==> src/rtl/wb_arbiter_n_pkg.sv <==
`default_nettype none
// ============================================================================
//  Module      : wb_arbiter_n_pkg
//  Description : Shared definitions for the N-master Wishbone arbiter.
//                Holds the FSM state encodings, the timeout counter width
//                and the flattened-bus slice helper macro.
//  Revision    : 1.0 - initial release
// ============================================================================
`ifndef WB_ARBITER_N_PKG_SV
`define WB_ARBITER_N_PKG_SV

// Select slice idx (width w) out of a flattened per-master vector
`define WB_ARB_SLICE(vec, idx, w) vec[(idx)*(w) +: (w)]

package wb_arbiter_n_pkg;

    typedef enum logic [1:0] {
        ST_IDLE    = 2'd0,
        ST_GRANTED = 2'd1,
        ST_ABORT   = 2'd2
    } arb_state_t;

    localparam int TMO_CNT_WIDTH = 16;

endpackage

`endif
`default_nettype wire

==> src/rtl/wb_arb_select.sv <==
`default_nettype none
// ============================================================================
//  Module      : wb_arb_select
//  Description : Combinational winner selection. Produces a one-hot grant
//                from the request vector using either round robin (search
//                upward from ptr+1, wrapping) or fixed priority.
//  Revision    : 1.0 - initial release
// ============================================================================
module wb_arb_select
    import wb_arbiter_n_pkg::*;
#(
    parameter int NUM_MASTERS       = 4,
    parameter int ROUND_ROBIN       = 1,
    parameter int LSB_HIGH_PRIORITY = 1,
    parameter int PTR_WIDTH         = $clog2(NUM_MASTERS)
) (
    input  logic [NUM_MASTERS-1:0] req,
    input  logic [PTR_WIDTH-1:0]   ptr,
    output logic [NUM_MASTERS-1:0] grant,
    output logic                   valid
);

    assign valid = |req;

    generate
        if (ROUND_ROBIN != 0) begin : g_round_robin
            // Farthest candidates first so the nearest requester after ptr overwrites last
            always_comb begin
                grant = '0;
                for (int off = NUM_MASTERS; off >= 1; off--) begin
                    for (int i = 0; i < NUM_MASTERS; i++) begin
                        if (req[i] && (i == ((int'(ptr) + off) % NUM_MASTERS))) begin
                            grant    = '0;
                            grant[i] = 1'b1;
                        end
                    end
                end
            end
        end else if (LSB_HIGH_PRIORITY != 0) begin : g_fixed_lsb
            // Descending scan: the lowest requesting index is assigned last and wins
            always_comb begin
                grant = '0;
                for (int i = NUM_MASTERS - 1; i >= 0; i--) begin
                    if (req[i]) begin
                        grant    = '0;
                        grant[i] = 1'b1;
                    end
                end
            end
        end else begin : g_fixed_msb
            // Ascending scan: the highest requesting index is assigned last and wins
            always_comb begin
                grant = '0;
                for (int i = 0; i < NUM_MASTERS; i++) begin
                    if (req[i]) begin
                        grant    = '0;
                        grant[i] = 1'b1;
                    end
                end
            end
        end
    endgenerate

endmodule
`default_nettype wire

==> src/rtl/wb_arbiter_n.sv <==
`default_nettype none
// ============================================================================
//  Module      : wb_arbiter_n
//  Description : N-master to 1-slave classic Wishbone arbiter with registered
//                grant, round-robin or fixed-priority selection, error
//                pass-through and optional slave-response timeout.
//                Optional feature macro: WB_ARB_TIMEOUT_EN (timeout/abort).
//  Revision    : 1.0 - initial release
// ============================================================================
module wb_arbiter_n
    import wb_arbiter_n_pkg::*;
#(
    parameter int NUM_MASTERS           = 4,
    parameter int DATA_WIDTH            = 32,
    parameter int ADDR_WIDTH            = 32,
    parameter int SELECT_WIDTH          = DATA_WIDTH / 8,
    parameter int ARB_TYPE_ROUND_ROBIN  = 1,
    parameter int ARB_LSB_HIGH_PRIORITY = 1,
    parameter int TIMEOUT_CYCLES        = 255
) (
    input  logic                             clk,
    input  logic                             rst,
    input  logic [NUM_MASTERS*ADDR_WIDTH-1:0]   wbm_adr_i,
    input  logic [NUM_MASTERS*DATA_WIDTH-1:0]   wbm_dat_i,
    output logic [NUM_MASTERS*DATA_WIDTH-1:0]   wbm_dat_o,
    input  logic [NUM_MASTERS-1:0]              wbm_we_i,
    input  logic [NUM_MASTERS*SELECT_WIDTH-1:0] wbm_sel_i,
    input  logic [NUM_MASTERS-1:0]              wbm_stb_i,
    input  logic [NUM_MASTERS-1:0]              wbm_cyc_i,
    output logic [NUM_MASTERS-1:0]              wbm_ack_o,
    output logic [NUM_MASTERS-1:0]              wbm_err_o,
    output logic [ADDR_WIDTH-1:0]               wbs_adr_o,
    output logic [DATA_WIDTH-1:0]               wbs_dat_o,
    output logic                                wbs_we_o,
    output logic [SELECT_WIDTH-1:0]             wbs_sel_o,
    output logic                                wbs_stb_o,
    output logic                                wbs_cyc_o,
    input  logic [DATA_WIDTH-1:0]               wbs_dat_i,
    input  logic                                wbs_ack_i,
    input  logic                                wbs_err_i,
    output logic [NUM_MASTERS-1:0]              grant_o,
    output logic                                grant_valid_o
);

    localparam int PTR_WIDTH = $clog2(NUM_MASTERS);

    generate
        if (NUM_MASTERS < 2 || NUM_MASTERS > 16 ||
            TIMEOUT_CYCLES < 1 || TIMEOUT_CYCLES > 65535) begin : g_bad_params
            $error("wb_arbiter_n: parameter out of range");
        end
    endgenerate

    arb_state_t             state, state_next;
    logic [NUM_MASTERS-1:0] grant_next, sel_grant;
    logic                   sel_valid;
    logic [PTR_WIDTH-1:0]   ptr, ptr_next, gidx;
    logic                   gnt_cyc, gnt_stb, tmo_hit;

    wb_arb_select #(
        .NUM_MASTERS       (NUM_MASTERS),
        .ROUND_ROBIN       (ARB_TYPE_ROUND_ROBIN),
        .LSB_HIGH_PRIORITY (ARB_LSB_HIGH_PRIORITY),
        .PTR_WIDTH         (PTR_WIDTH)
    ) u_select (
        .req   (wbm_cyc_i),
        .ptr   (ptr),
        .grant (sel_grant),
        .valid (sel_valid)
    );

    // Encode the registered one-hot grant into an index for muxing
    always_comb begin
        gidx = '0;
        for (int i = 0; i < NUM_MASTERS; i++) begin
            if (grant_o[i]) gidx = PTR_WIDTH'(i);
        end
    end

    assign gnt_cyc       = wbm_cyc_i[gidx];
    assign gnt_stb       = wbm_stb_i[gidx];
    assign grant_valid_o = (state == ST_GRANTED);
    assign wbm_dat_o     = {NUM_MASTERS{wbs_dat_i}};

`ifdef WB_ARB_TIMEOUT_EN
    localparam logic [TMO_CNT_WIDTH-1:0] TMO_LIMIT = TMO_CNT_WIDTH'(TIMEOUT_CYCLES);
    logic [TMO_CNT_WIDTH-1:0] tmo_cnt;
    logic                     stalled;

    // Ack or err in the terminal cycle suppresses the abort
    assign stalled = (state == ST_GRANTED) && gnt_cyc && gnt_stb && !wbs_ack_i && !wbs_err_i;
    assign tmo_hit = stalled && (tmo_cnt == TMO_LIMIT);

    // Count consecutive stalled strobe cycles; any response or exit clears it
    always_ff @(posedge clk) begin
        if (rst)                     tmo_cnt <= '0;
        else if (stalled && !tmo_hit) tmo_cnt <= tmo_cnt + 1'b1;
        else                         tmo_cnt <= '0;
    end
`else
    assign tmo_hit = 1'b0;
`endif

    // State, grant and round-robin pointer registers
    always_ff @(posedge clk) begin
        if (rst) begin
            state   <= ST_IDLE;
            grant_o <= '0;
            ptr     <= PTR_WIDTH'(NUM_MASTERS - 1);
        end else begin
            state   <= state_next;
            grant_o <= grant_next;
            ptr     <= ptr_next;
        end
    end

    // Next-state logic and slave/master muxing
    always_comb begin
        state_next = state;
        grant_next = grant_o;
        ptr_next   = ptr;
        wbs_adr_o  = '0;
        wbs_dat_o  = '0;
        wbs_we_o   = 1'b0;
        wbs_sel_o  = '0;
        wbs_stb_o  = 1'b0;
        wbs_cyc_o  = 1'b0;
        wbm_ack_o  = '0;
        wbm_err_o  = '0;
        case (state)
            ST_IDLE: begin
                if (sel_valid) begin
                    grant_next = sel_grant;
                    state_next = ST_GRANTED;
                end
            end
            ST_GRANTED: begin
                if (!gnt_cyc) begin
                    // Release regardless of stb; the bus goes quiet this cycle
                    state_next = ST_IDLE;
                    grant_next = '0;
                    ptr_next   = gidx;
                end else begin
                    wbs_adr_o       = `WB_ARB_SLICE(wbm_adr_i, gidx, ADDR_WIDTH);
                    wbs_dat_o       = `WB_ARB_SLICE(wbm_dat_i, gidx, DATA_WIDTH);
                    wbs_sel_o       = `WB_ARB_SLICE(wbm_sel_i, gidx, SELECT_WIDTH);
                    wbs_we_o        = wbm_we_i[gidx];
                    wbs_stb_o       = gnt_stb;
                    wbs_cyc_o       = 1'b1;
                    wbm_ack_o[gidx] = wbs_ack_i;
                    wbm_err_o[gidx] = wbs_err_i;
                    if (tmo_hit) begin
                        wbs_stb_o       = 1'b0;
                        wbs_cyc_o       = 1'b0;
                        wbm_err_o[gidx] = 1'b1;
                        state_next      = ST_ABORT;
                    end
                end
            end
            ST_ABORT: begin
                // Slave side stays quiet until the aborted master lets go
                if (!gnt_cyc) begin
                    state_next = ST_IDLE;
                    grant_next = '0;
                    ptr_next   = gidx;
                end
            end
            default: begin
                state_next = ST_IDLE;
                grant_next = '0;
            end
        endcase
    end

endmodule
`default_nettype wire

==> config.mk <==
export PLATFORM = sky130hd
export DESIGN_NAME = wb_arbiter_n
export DESIGN_NICKNAME = d
export VERILOG_FILES = /design/src/rtl/wb_arbiter_n_pkg.sv /design/src/rtl/wb_arb_select.sv /design/src/rtl/wb_arbiter_n.sv
export SDC_FILE = /design/constraint.sdc
export NUM_CORES = 1
export LEC_CHECK = 0
export ABC_CLOCK_PERIOD_IN_PS = 3300
export BUFFER_PORTS_ARGS = -buffer_cell sky130_fd_sc_hd__clkbuf_2
export CAP_MARGIN = 0
export CORE_AREA = 10 10 200 202
export DETAILED_ROUTE_END_ITERATION = 6
export DIE_AREA = 0 0 210 212
export PLACE_DENSITY = 0.44
export RECOVER_POWER = 50
export SETUP_SLACK_MARGIN = 0.05
export SYNTH_ARGS = -nofsm -noshare
export SYNTH_HDL_FRONTEND = slang
export SYNTH_HIERARCHICAL = 1
export SYNTH_SLANG_ARGS = --single-unit
==> constraint.sdc <==
create_clock -name clk -period 3.3 [get_ports clk]
set_input_delay 0.33 -clock clk [delete_from_list [all_inputs] [get_ports clk]]
set_output_delay 0.33 -clock clk [all_outputs]
set_load 0.03 [all_outputs]
Yosys cells after proc, flatten, opt, wreduce, memory -nomap -nowiden

Index checks and enable logic that the tools add are counted.

Bits in read-only memories: 0
Output and inout port bits: 212
Input bits: 320
Memories kept: 0
Latch bits: 0
Word-level logic and storage cells: 114
RAM bits: 0
Bits in registers: 8

Muxes and demuxes: 49
Shift-type cells: 3
Add/sub/neg operators: 4
Multipliers: 0
Bitwise operators: 7
Divide/modulo/power cells: 0
Eq/ne operators: 16
Order comparisons: 2
Reductions and logical operators: 30

Operators by type and width:

| operator                                                              | count |
|---|---|
| 128-bit by 8-bit variable part select with 32-bit output              | 2 |
| 32-bit zero test                                                      | 4 |
| 32-bit 2-to-1 mux                                                     | 4 |
| 4-bit 2-to-1 mux                                                      | 21 |
| 3-bit equality test (first input constant)                            | 8 |
| 1-bit logical AND                                                     | 17 |
| 16-bit by 5-bit variable part select with 4-bit output                | 1 |
| 2-bit by 3-bit equality test with 1-bit output (first input constant) | 4 |
| 1-bit 2-to-1 mux                                                      | 12 |
| 2-bit 2-to-1 mux                                                      | 5 |
| 2-bit OR reduction                                                    | 5 |
| 4-bit AND                                                             | 2 |
| 4-bit case mux with 2 select lines                                    | 1 |
| 1-bit binary-select mux with 2-bit select                             | 3 |
| 2-bit by 1-bit adder with 2-bit output (second input constant)        | 2 |
| 2-bit adder (second input constant)                                   | 2 |
| 1-bit AND (first input constant)                                      | 4 |
| 2-bit != test (second input constant)                                 | 2 |
| 2-bit case mux with 2 select lines                                    | 1 |
| 2-bit AND reduction                                                   | 2 |
| 4-bit OR reduction                                                    | 1 |
| 2-bit by 3-bit < comparator with 1-bit output (second input constant) | 1 |
| 3-bit 2-to-1 mux                                                      | 1 |
| 1-bit demux with 2-bit select                                         | 1 |
| other kinds (5)                                                       | 5 |

Longest topological paths before layout

Gate-level depths: netlist of the first run.

Word-level depth: 23
Gate-level depth with buffers: 7
Mapped depth without buffers: 6

By module

Netlist of the first run, hierarchy kept.

By module, submodules not included:

| module        | cells an instance | sequential area each (µm²) | instances | area an instance (µm²) |
|---|---|---|---|---|
| wb_arbiter_n  | 571               | 140.1                      | 1         | 3923.8 |
| wb_arb_select | 19                | 0.0                        | 1         | 117.6 |

Worst setup path after synthesis of the first run

Ideal clock, no wire load.

Kind: register to output
Start point: register grant_o[2]
End point: output port wbs_adr_o[0]
Arrival: 1.805 ns
Buffers on the path: 3
Cell stages (with the launch flop): 7
Required time: 2.970 ns
Slack: 1.165 ns
Cells stage by stage: dfxtp_1 -> buf_2 -> or2_1 -> o2111ai_2 -> buf_6 -> buf_6 -> nor2_1

Longest elaborated chain between the ends: 6
Elaborated cells between the ends (all ways): 7
Those cells by class: shift (1); mux (6)

Ends and longest elaborated chain:

| item                                                                                                             | line                | RTL |
|---|---|---|
| from (decl)                                                                                                      | wb_arbiter_n.sv:41  | `output logic [NUM_MASTERS-1:0] grant_o,` |
| from (signal assigned)                                                                                           | wb_arbiter_n.sv:112 | `grant_o <= grant_next;` |
| 2-bit 2-to-1 mux (*) (2 in a row)                                                                                | wb_arbiter_n.sv:76  | `if (grant_o[i]) gidx = PTR_WIDTH'(i);` |
| parallel branches: the longest is 2 deep, another holds 128-bit by 8-bit variable part select with 32-bit output | --                  |  |
| 32-bit 2-to-1 mux (*)                                                                                            | wb_arbiter_n.sv:138 | `if (!gnt_cyc) begin` |
| 32-bit 2-to-1 mux (*)                                                                                            | wb_arbiter_n.sv:130 | `case (state)` |
| to (decl)                                                                                                        | wb_arbiter_n.sv:32  | `output logic [ADDR_WIDTH-1:0] wbs_adr_o,` |

Every way passes the cells marked *. The select of a mux whose other input is x is not followed.

Final worst setup path of the first run

Start point: register grant_o[1]
End point: output port wbs_adr_o[7]

Longest elaborated chain between the ends: 7
Elaborated cells between the ends (all ways): 8
Those cells by class: shift (1); mux (7)

Ends and longest elaborated chain:

| item                                                                                                             | line |
|---|---|
| 1-bit 2-to-1 mux (*)                                                                                             | wb_arbiter_n.sv:76 |
| 2-bit 2-to-1 mux (*) (2 in a row)                                                                                | wb_arbiter_n.sv:76 |
| parallel branches: the longest is 2 deep, another holds 128-bit by 8-bit variable part select with 32-bit output | -- |
| 32-bit 2-to-1 mux (*)                                                                                            | wb_arbiter_n.sv:138 |
| 32-bit 2-to-1 mux (*)                                                                                            | wb_arbiter_n.sv:130 |

Marked as above.

==> results of run 1 <==
## power groups by stage
stage / Clock (mW) / Combinational [mW] / Sequential (mW)
detailed placement: 0 / 0.809 / 0.109
global route: 0.223 / 0.876 / 0.110
global placement: 0 / 0.804 / 0.109
CTS: 0.218 / 0.813 / 0.108
finish: 0.214 / 0.803 / 0.108
floorplan: 0 / 0.775 / 0.109
## critical path: stages (launching register included)
cell and delay [ps]:
sky130_fd_sc_hd__dfxtp_4 480, sky130_fd_sc_hd__buf_4 530, sky130_fd_sc_hd__mux2i_1 240, sky130_fd_sc_hd__o21ai_0 100
sky130_fd_sc_hd__mux2i_1 340, sky130_fd_sc_hd__nor2_1 80, sky130_fd_sc_hd__clkbuf_2 210
## registers in the layout (all words and copies together), names as in the netlist
name / count
ptr: 2
grant_o: 4
state: 1
## worst max path at each step
stage / slack [ps] / cells past startpoint / from / end
2_1_floorplan: 1170 / 6 / grant_o[2] / wbs_adr_o[0]
3_3_place_gp: 1000 / 5 / grant_o[1] / wbs_dat_o[3]
3_5_place_dp: 960 / 5 / grant_o[1] / wbs_adr_o[27]
4_1_cts: 700 / 5 / grant_o[1] / wbs_adr_o[27]
5_1_grt: 600 / 6 / grant_o[1] / wbs_adr_o[7]
6_report: 700 / 6 / grant_o[1] / wbs_adr_o[7]
## stage by stage
| step | area, µm² | std cells | total power [mW] | utilization, % | hold WS [ps] |
|---|---|---|---|---|---|
| final | 5430 | 1270 | 1.13 | 15.1 | 374 |
| after global routing | 5430 | 1270 | 1.21 | 15.1 | 386 |
| after CTS | 5430 | 1270 | 1.14 | 15.1 | 366 |
| after detailed placement | 5350 | 1266 | 0.919 | 14.8 | 476 |
| after global placement | 5350 | 1266 | 0.914 | 14.8 | 477 |
| after floorplan | 4040 | 590 | 0.884 | - | 549 |
## cells by family after synthesis
kind of cell,after synthesis
buffers and inverters,175
and+or+nand+nor,171
muxes,141
AOI/OAI and AO/OA,96
DFF,7
## final cells by class
type | count | share of cell area (%)
inverters | 4 | 0.276
multi-input cells | 408 | 49.2
clock buffers | 4 | 1.45
repair buffers | 379 | 35.5
flip-flops and latches | 7 | 2.79
well taps | 468 | 10.8
## per-layer routing
layer  vias to the layer above  wire length (µm)  GRT usage (%)
met5                         -                 0              0
met4                         0               810           3.75
met3                        63              1790           2.27
met2                       256             10000           14.0
met1                      2042              7770           9.17
li1                       2293                 -              -
## layout by cell type (no fill, tap or decap), drive strengths merged, types with 2 or more instances in the layout
cell | Yosys | layout
nand2 | 73 | 73
and2 | 5 | 5
nor3 | 2 | 2
nor2b | 2 | 2
o211ai | 2 | 2
clkbuf | 14 | 375
o221a | 2 | 2
a211oi | 2 | 2
dfxtp | 7 | 7
nand2b | 2 | 2
inv | 4 | 4
buf | 157 | 8
a21oi | 7 | 7
a22o | 2 | 2
and3 | 5 | 5
nor2 | 79 | 79
mux2i | 140 | 140
o21ai | 73 | 73
==> metrics.md, run 1 <==
| Metric | Value |
|---|---|
| Number of unique standard cell types used by synthesis | 36 |
| Class of the worst hold path | in -> reg |
| Input/output buffers | roughly 370 |
| Ratio of cells with drive above 1 in the final layout | between 40% and 50% |
| Cell Area, Synth | a little over 4000 µm² |
| Clk root buf | sky130_fd_sc_hd__clkbuf_16 |
| Fraction of synthesized cell area taken by the top area cell type | between 30% and 40% |
| Register clock-pin slew on the reported worst setup and hold paths | approximately 40 ps |
| Via count of the first global-routing pass | 4627 |
| CP max FO | 32 |
| Arrival time reported for the critical path endpoint | around 2300 ps |
| Clk pwr share | 19.1% |
| Worst endpoint required time | between 2000 and 3000 ps |
| Post-placement setup slack | roughly 960 ps |
| Count of unresolved DRC violations after routing | 0 |
| Post-synthesis async set-or-reset flop share | 0% |
| Number of register bits inferred by synthesis | 7 |
| Via count normalized by instance count | between 3 and 4 |
| Post-synthesis average cell area | ~6.8 µm² |
| Worst Slack Setup Final | 702 ps |
| Fillers | between 4k and 5k |
| Count of nets left with antenna violations after detail routing | 0 |
| Top area cells in the synthesized netlist | sky130_fd_sc_hd__mux2i_1 35%, sky130_fd_sc_hd__buf_4 25%, sky130_fd_sc_hd__o21ai_0 9.0%, sky130_fd_sc_hd__nor2_1 7.3%, sky130_fd_sc_hd__nand2_1 6.8% |
| Antenna diodes | 0 |
| Fraction of the mapped netlist area in adder cells | 0% |
| Worst Hold End | grant_o[2] |
| Switching power summed over all nets | ~0.54 mW |
| TritonCTS clock tree | done |
| Syn Inst Count | 590 |
| Min-Delay Path Depth | 2 |
| CTS H-tree lvls | 1 |
| Total negative slack | 0 ps |
| WS Path Type | reg -> out |
| Antenna violations before repair | 0 |
| Drt total wl | about 20 mm |
| Area of the core | roughly 36000 µm² |
| Rel. slew slack | a little over half |
| Total via count in the routed design | 4654 |
| Detailed Routing Iterations Pass 1 | 4 |
| Result of the run | completed |
| Xor-xnor portion of the synthesized cell area | 0% |
| Switching Share | 48.2% |
| Number of max-slew violations in the final report | 0 |
| Most instantiated flip-flop cell in the synthesis netlist | sky130_fd_sc_hd__dfxtp_1 |
| Inserted Clock Buffers | 3 |
| R2r worst-path depth | 4 |
| PwrDens | a little over 200 nW/µm² |
| Sequential cell area fraction in the yosys report | under 10% |
| Compound-gate portion of the synthesized area | around 13% |
| Part of the power in combinational logic | a little under three quarters |
| Leakage | 2.44 nW |
| Crit share post-route | roughly four fifths |
| Hold Crit Start | rst |
| Highest clock frequency the design can meet | between 300 and 400 MHz |
| Worst-margin pin slew | roughly 710 ps |
| Seq pwr share | a little under a tenth |
| Number of sinks driven by the clock tree | 7 |
| Number of flops mapped to enable cells by yosys | 0 |
| Area of the multi-input gates | 2670 µm² |
| Most numerous cell types in the synthesized netlist | 140 x sky130_fd_sc_hd__mux2i_1, 132 x sky130_fd_sc_hd__buf_4, 79 x sky130_fd_sc_hd__nor2_1, 73 x sky130_fd_sc_hd__nand2_1, 73 x sky130_fd_sc_hd__o21ai_0 |
| Setup Fix Bufs, Post-CTS | 0 |
| First-pass GRT wire length | roughly 29 mm |
| Leading area contributor after synthesis | sky130_fd_sc_hd__mux2i_1 |
| Area occupied by registers | ~150 µm² |
| Most frequent cell after synthesis | sky130_fd_sc_hd__mux2i_1 |
| Int Power | about 0.6 mW |
| Quantity of hold-fixing buffers added after cts | 0 |
| Critical path capture point type | output port |
| Synthesis Warnings | 6 |
| Crit Reg-Reg Endpoint | state[0] |
| Final Skew | between 1 and 1.5 ps |
| VDD IR max | about 120 µV |
| Placer's final routability congestion estimate | 0.817 |
| Global Route Usage Sum | between 8 and 9% |
| Mux contribution to synthesized area | a little over a third |
| Origin of the critical flop-to-flop path | grant_o[1] |
| Routed WL per cell | 16.1 µm |
| DP Wirelength | roughly 18 mm |
| Max capacitance violation total | 0 |
| Setup slack, reg-to-reg | 1420 ps |
| Clock latency at the later pin of the worst-skew pair | 240 ps |
| Initial cell density of the core | between 10% and 20% |
| Remaining Overflow, GRT | 0 |
| Die Area | around 45000 µm² |
| Main combinational cell family by area after synthesis | multiplexers |
| Simple-gate area share of the yosys netlist | roughly 17% |
| Clock period minus worst slack | 2600 ps |
| Starting DRC count in detailed routing | around 320 |
| Number of buffers between clock root and the deepest sink | 2 |
| Final-report setup violation count | 0 |
| Nets@finish | about 1.1k |
| Die Y | 212 µm |
| Chip width | about 210 µm |
| Syn-to-layout area delta | 34.4% |
| Kind of launch point of the worst setup path | flip-flop |
| RSZ-0062 raised after global routing | no |
| Number of top-level design ports | 532 |
| Number of cells upsized or downsized after cts | 0 |
| Count of endpoints failing hold in the final timing report | 0 |
| Largest net degree at the start of global routing | 75 |
| Row count | 70 |
| Number of nets in the synthesized netlist | just over 900 |
(Power assumes the default switching activity.)
==> run 2: changes to the inputs <==
--- a/config.mk
+++ b/config.mk
@@ -5,7 +5,7 @@
 export SDC_FILE = /design/constraint.sdc
 export NUM_CORES = 1
 export LEC_CHECK = 0
-export ABC_CLOCK_PERIOD_IN_PS = 3300
+export ABC_CLOCK_PERIOD_IN_PS = 2690
 export BUFFER_PORTS_ARGS = -buffer_cell sky130_fd_sc_hd__clkbuf_2
 export CAP_MARGIN = 0
 export CORE_AREA = 10 10 200 202
==> constraint.sdc (replaced) <==
create_clock -name clk -period 2.69 [get_ports clk]
set_input_delay 0.269 -clock clk [delete_from_list [all_inputs] [get_ports clk]]
set_output_delay 0.269 -clock clk [all_outputs]
set_load 0.03 [all_outputs]
==> run 2 against run 1 <==
Flip-flop and latch count is the same; cell area up 0.69%; sequential power rose by 18%; utilization rose by 0.10 points; largest cell class unchanged; hold slack got worse by 51 ps; first-iteration DRC count rose by 13%.
==> metrics.md, run 2 (synthesis results as in run 1) <==
| Metric | Value |
|---|---|
| Fraction of the core area covered by cells at the end of the flow | around 15% |
| Clock latency at the later pin of the worst-skew pair | around 240 ps |
| Initial cell density of the core | between 10 and 15% |
| WS Path Type | reg -> out |
| Most common cell after layout, fill and taps aside | sky130_fd_sc_hd__clkbuf_2 |
| Nets@finish | about 1.1k |
| TritonCTS clock tree | done |
| Setup Fix Bufs, Post-CTS | 0 |
| Inserted Clock Buffers | 3 |
| Final Skew | about 3.8 ps |
| Area of the core | between 30000 and 40000 µm² |
| Antenna diodes | 0 |
| Class of the worst hold path | in -> reg |
| Largest net degree at the start of global routing | 87 |
| Highest clock frequency the design can meet | approximately 420 MHz |
| Met2 Resource Use GR | approximately 14% |
| Ratio of cells with drive above 1 in the final layout | roughly half |
| First-pass GRT wire length | ~29 mm |
| Leakage | around 2.5 nW |
| PwrDens | around 250 nW/µm² |
| Worst Hold End | grant_o[3] |
| Origin of the critical flop-to-flop path | grant_o[1] |
| Number of cells upsized or downsized after cts | 0 |
| Critical path buffers and inverters | 2 |
| Largest stage delay on the critical path | about 440 ps |
| Number of top-level design ports | 532 |
| Hold_ws | 323 ps |
| Commonest cells after routing, fill and taps aside | 371 x sky130_fd_sc_hd__clkbuf_2, 140 x sky130_fd_sc_hd__mux2i_1, 79 x sky130_fd_sc_hd__nor2_1 |
| Flip-flop count of the largest register, all copies and words added | 4 |
| Registers with the highest flip-flop counts | grant_o: 4 flops, ptr: 2 flops, state: 1 flops |
| Input/output buffers | roughly 370 |
| Cell family contributing the most delay on the critical path | buffers and inverters |
| Total via count in the routed design | between 4k and 5k |
| Slowest CP cell | sky130_fd_sc_hd__buf_4 |
| Max capacitance violation total | 0 |
| Count of endpoints failing hold in the final timing report | 0 |
| M1 GR Usage | under 10% |
| Global Route Usage Sum | 8.15% |
| Result of the run | completed |
| Routed WL per cell | 16.1 µm |
| Crit share post-route | between 80% and 90% |
| Arrival time reported for the critical path endpoint | roughly 2100 ps |
| Clock period minus worst slack | about 2400 ps |
| Count of unresolved DRC violations after routing | 0 |
| Antenna violations before repair | 0 |
| VDD IR max | 149 µV |
| Remaining Overflow, GRT | 0 |
| Via count normalized by instance count | 3.70 |
| Chip width | approximately 210 µm |
| Met3 Resource Use GR | roughly 2.9% |
| R2r worst-path depth | 4 |
| Syn-to-layout area delta | 35.4% |
| DP Area | between 5000 and 6000 µm² |
| Number of sinks driven by the clock tree | 7 |
| DP Wirelength | 17.6 mm |
| Hold Crit Start | rst |
| Detailed Routing Iterations Pass 1 | 5 |
| Quantity of hold-fixing buffers added after cts | 0 |
| Worst endpoint required time | approximately 2400 ps |
| List of cells traversed by the critical path | mux2_2 > o2111ai_4 > buf_4 > nor2_1 > clkbuf_2 |
| Register clock-pin slew on the reported worst setup and hold paths | roughly 40 ps |
| Cell area after layout | 5470 µm² |
| RSZ-0062 raised after global routing | no |
| Drt total wl | about 20 mm |
| Number of buffers between clock root and the deepest sink | 2 |
| Final-report setup violation count | 0 |
| Starting DRC count in detailed routing | roughly 360 |
| Die Y | around 210 µm |
| Critical path capture point type | output port |
| Die Area | between 40000 and 50000 µm² |
| Number of max-slew violations in the final report | 0 |
| CTS H-tree lvls | 1 |
| Kind of launch point of the worst setup path | flip-flop |
| Rel. slew slack | between 40% and 50% |
| Placer's final routability congestion estimate | 0.813 |
| Count of nets left with antenna violations after detail routing | 0 |
| Min-Delay Path Depth | 2 |
| Layer with the highest usage | met2 |
| Setup slack, reg-to-reg | around 1200 ps |
| Largest register by flop count | grant_o |
| Total negative slack | 0 ps |
| CP max FO | 37 |
| Fillers | roughly 4.2k |
| Crit Reg-Reg Endpoint | grant_o[1] |
| Row count | 70 |
| Via count of the first global-routing pass | about 4.7k |
| Clk root buf | sky130_fd_sc_hd__clkbuf_16 |
| Worst-margin pin slew | ~760 ps |
## run 2: cell count changes in the layout (fill, tap and decap cells not counted)
| cell | delta |
|---|---|
| sky130_fd_sc_hd__buf_4 | -3 |
| sky130_fd_sc_hd__buf_12 | +3 |
## run 2: per-layer routing
layer / vias up / share of wire [%]
li1: 2290 / -
met1: 2062 / 36
met2: 287 / 50
met3: 57 / 11
met4: 0 / 3.5
met5: - / 0
## run 2: worst max path at each step
stage | from | end | slack (ps) | cells past startpoint
detailed placement | grant_o[1] | wbs_dat_o[2] | 590 | 5
global placement | grant_o[1] | wbs_dat_o[2] | 640 | 5
finish | grant_o[1] | wbs_dat_o[2] | 330 | 5
CTS | grant_o[1] | wbs_dat_o[2] | 340 | 5
floorplan | grant_o[2] | wbs_adr_o[0] | 620 | 6
global route | grant_o[1] | wbs_dat_o[10] | 220 | 5
## run 2: report_power, final
| group | switching [mW] | leakage, nW | internal, mW |
|---|---|---|---|
| clock network | 0.0669 | 0.0382 | 0.198 |
| registers | 0.0155 | 0.0598 | 0.112 |
| logic | 0.582 | 2.35 | 0.414 |
| total | 0.665 | 2.45 | 0.723 |
## run 2: metrics by stage
stage	std cells	setup WS, ps	total power, mW
after CTS	1270	339	1.41
after global routing	1270	219	1.49
after detailed placement	1266	591	1.13
after global placement	1266	643	1.13
final	1270	331	1.39
after floorplan	590	616	1.08
## run 2: area by class of cell
cell class / instances / area (µm²) / area share (%)
Timing Repair Buffer: 379 / 1970 / 36.0
Inverter: 4 / 15.0 / 0.274
Tap cell: 468 / 586 / 10.7
Multi-Input combinational cell: 408 / 2670 / 48.9
Sequential cell: 7 / 151 / 2.77
Clock buffer: 4 / 78.8 / 1.44
## run 2: worst reg2reg max path: stages, from the launching register on
cell	delay, ps
sky130_fd_sc_hd__dfxtp_4	380
sky130_fd_sc_hd__mux2_2	390
sky130_fd_sc_hd__o211ai_1	250
sky130_fd_sc_hd__a211oi_1	150
sky130_fd_sc_hd__a22o_1	230
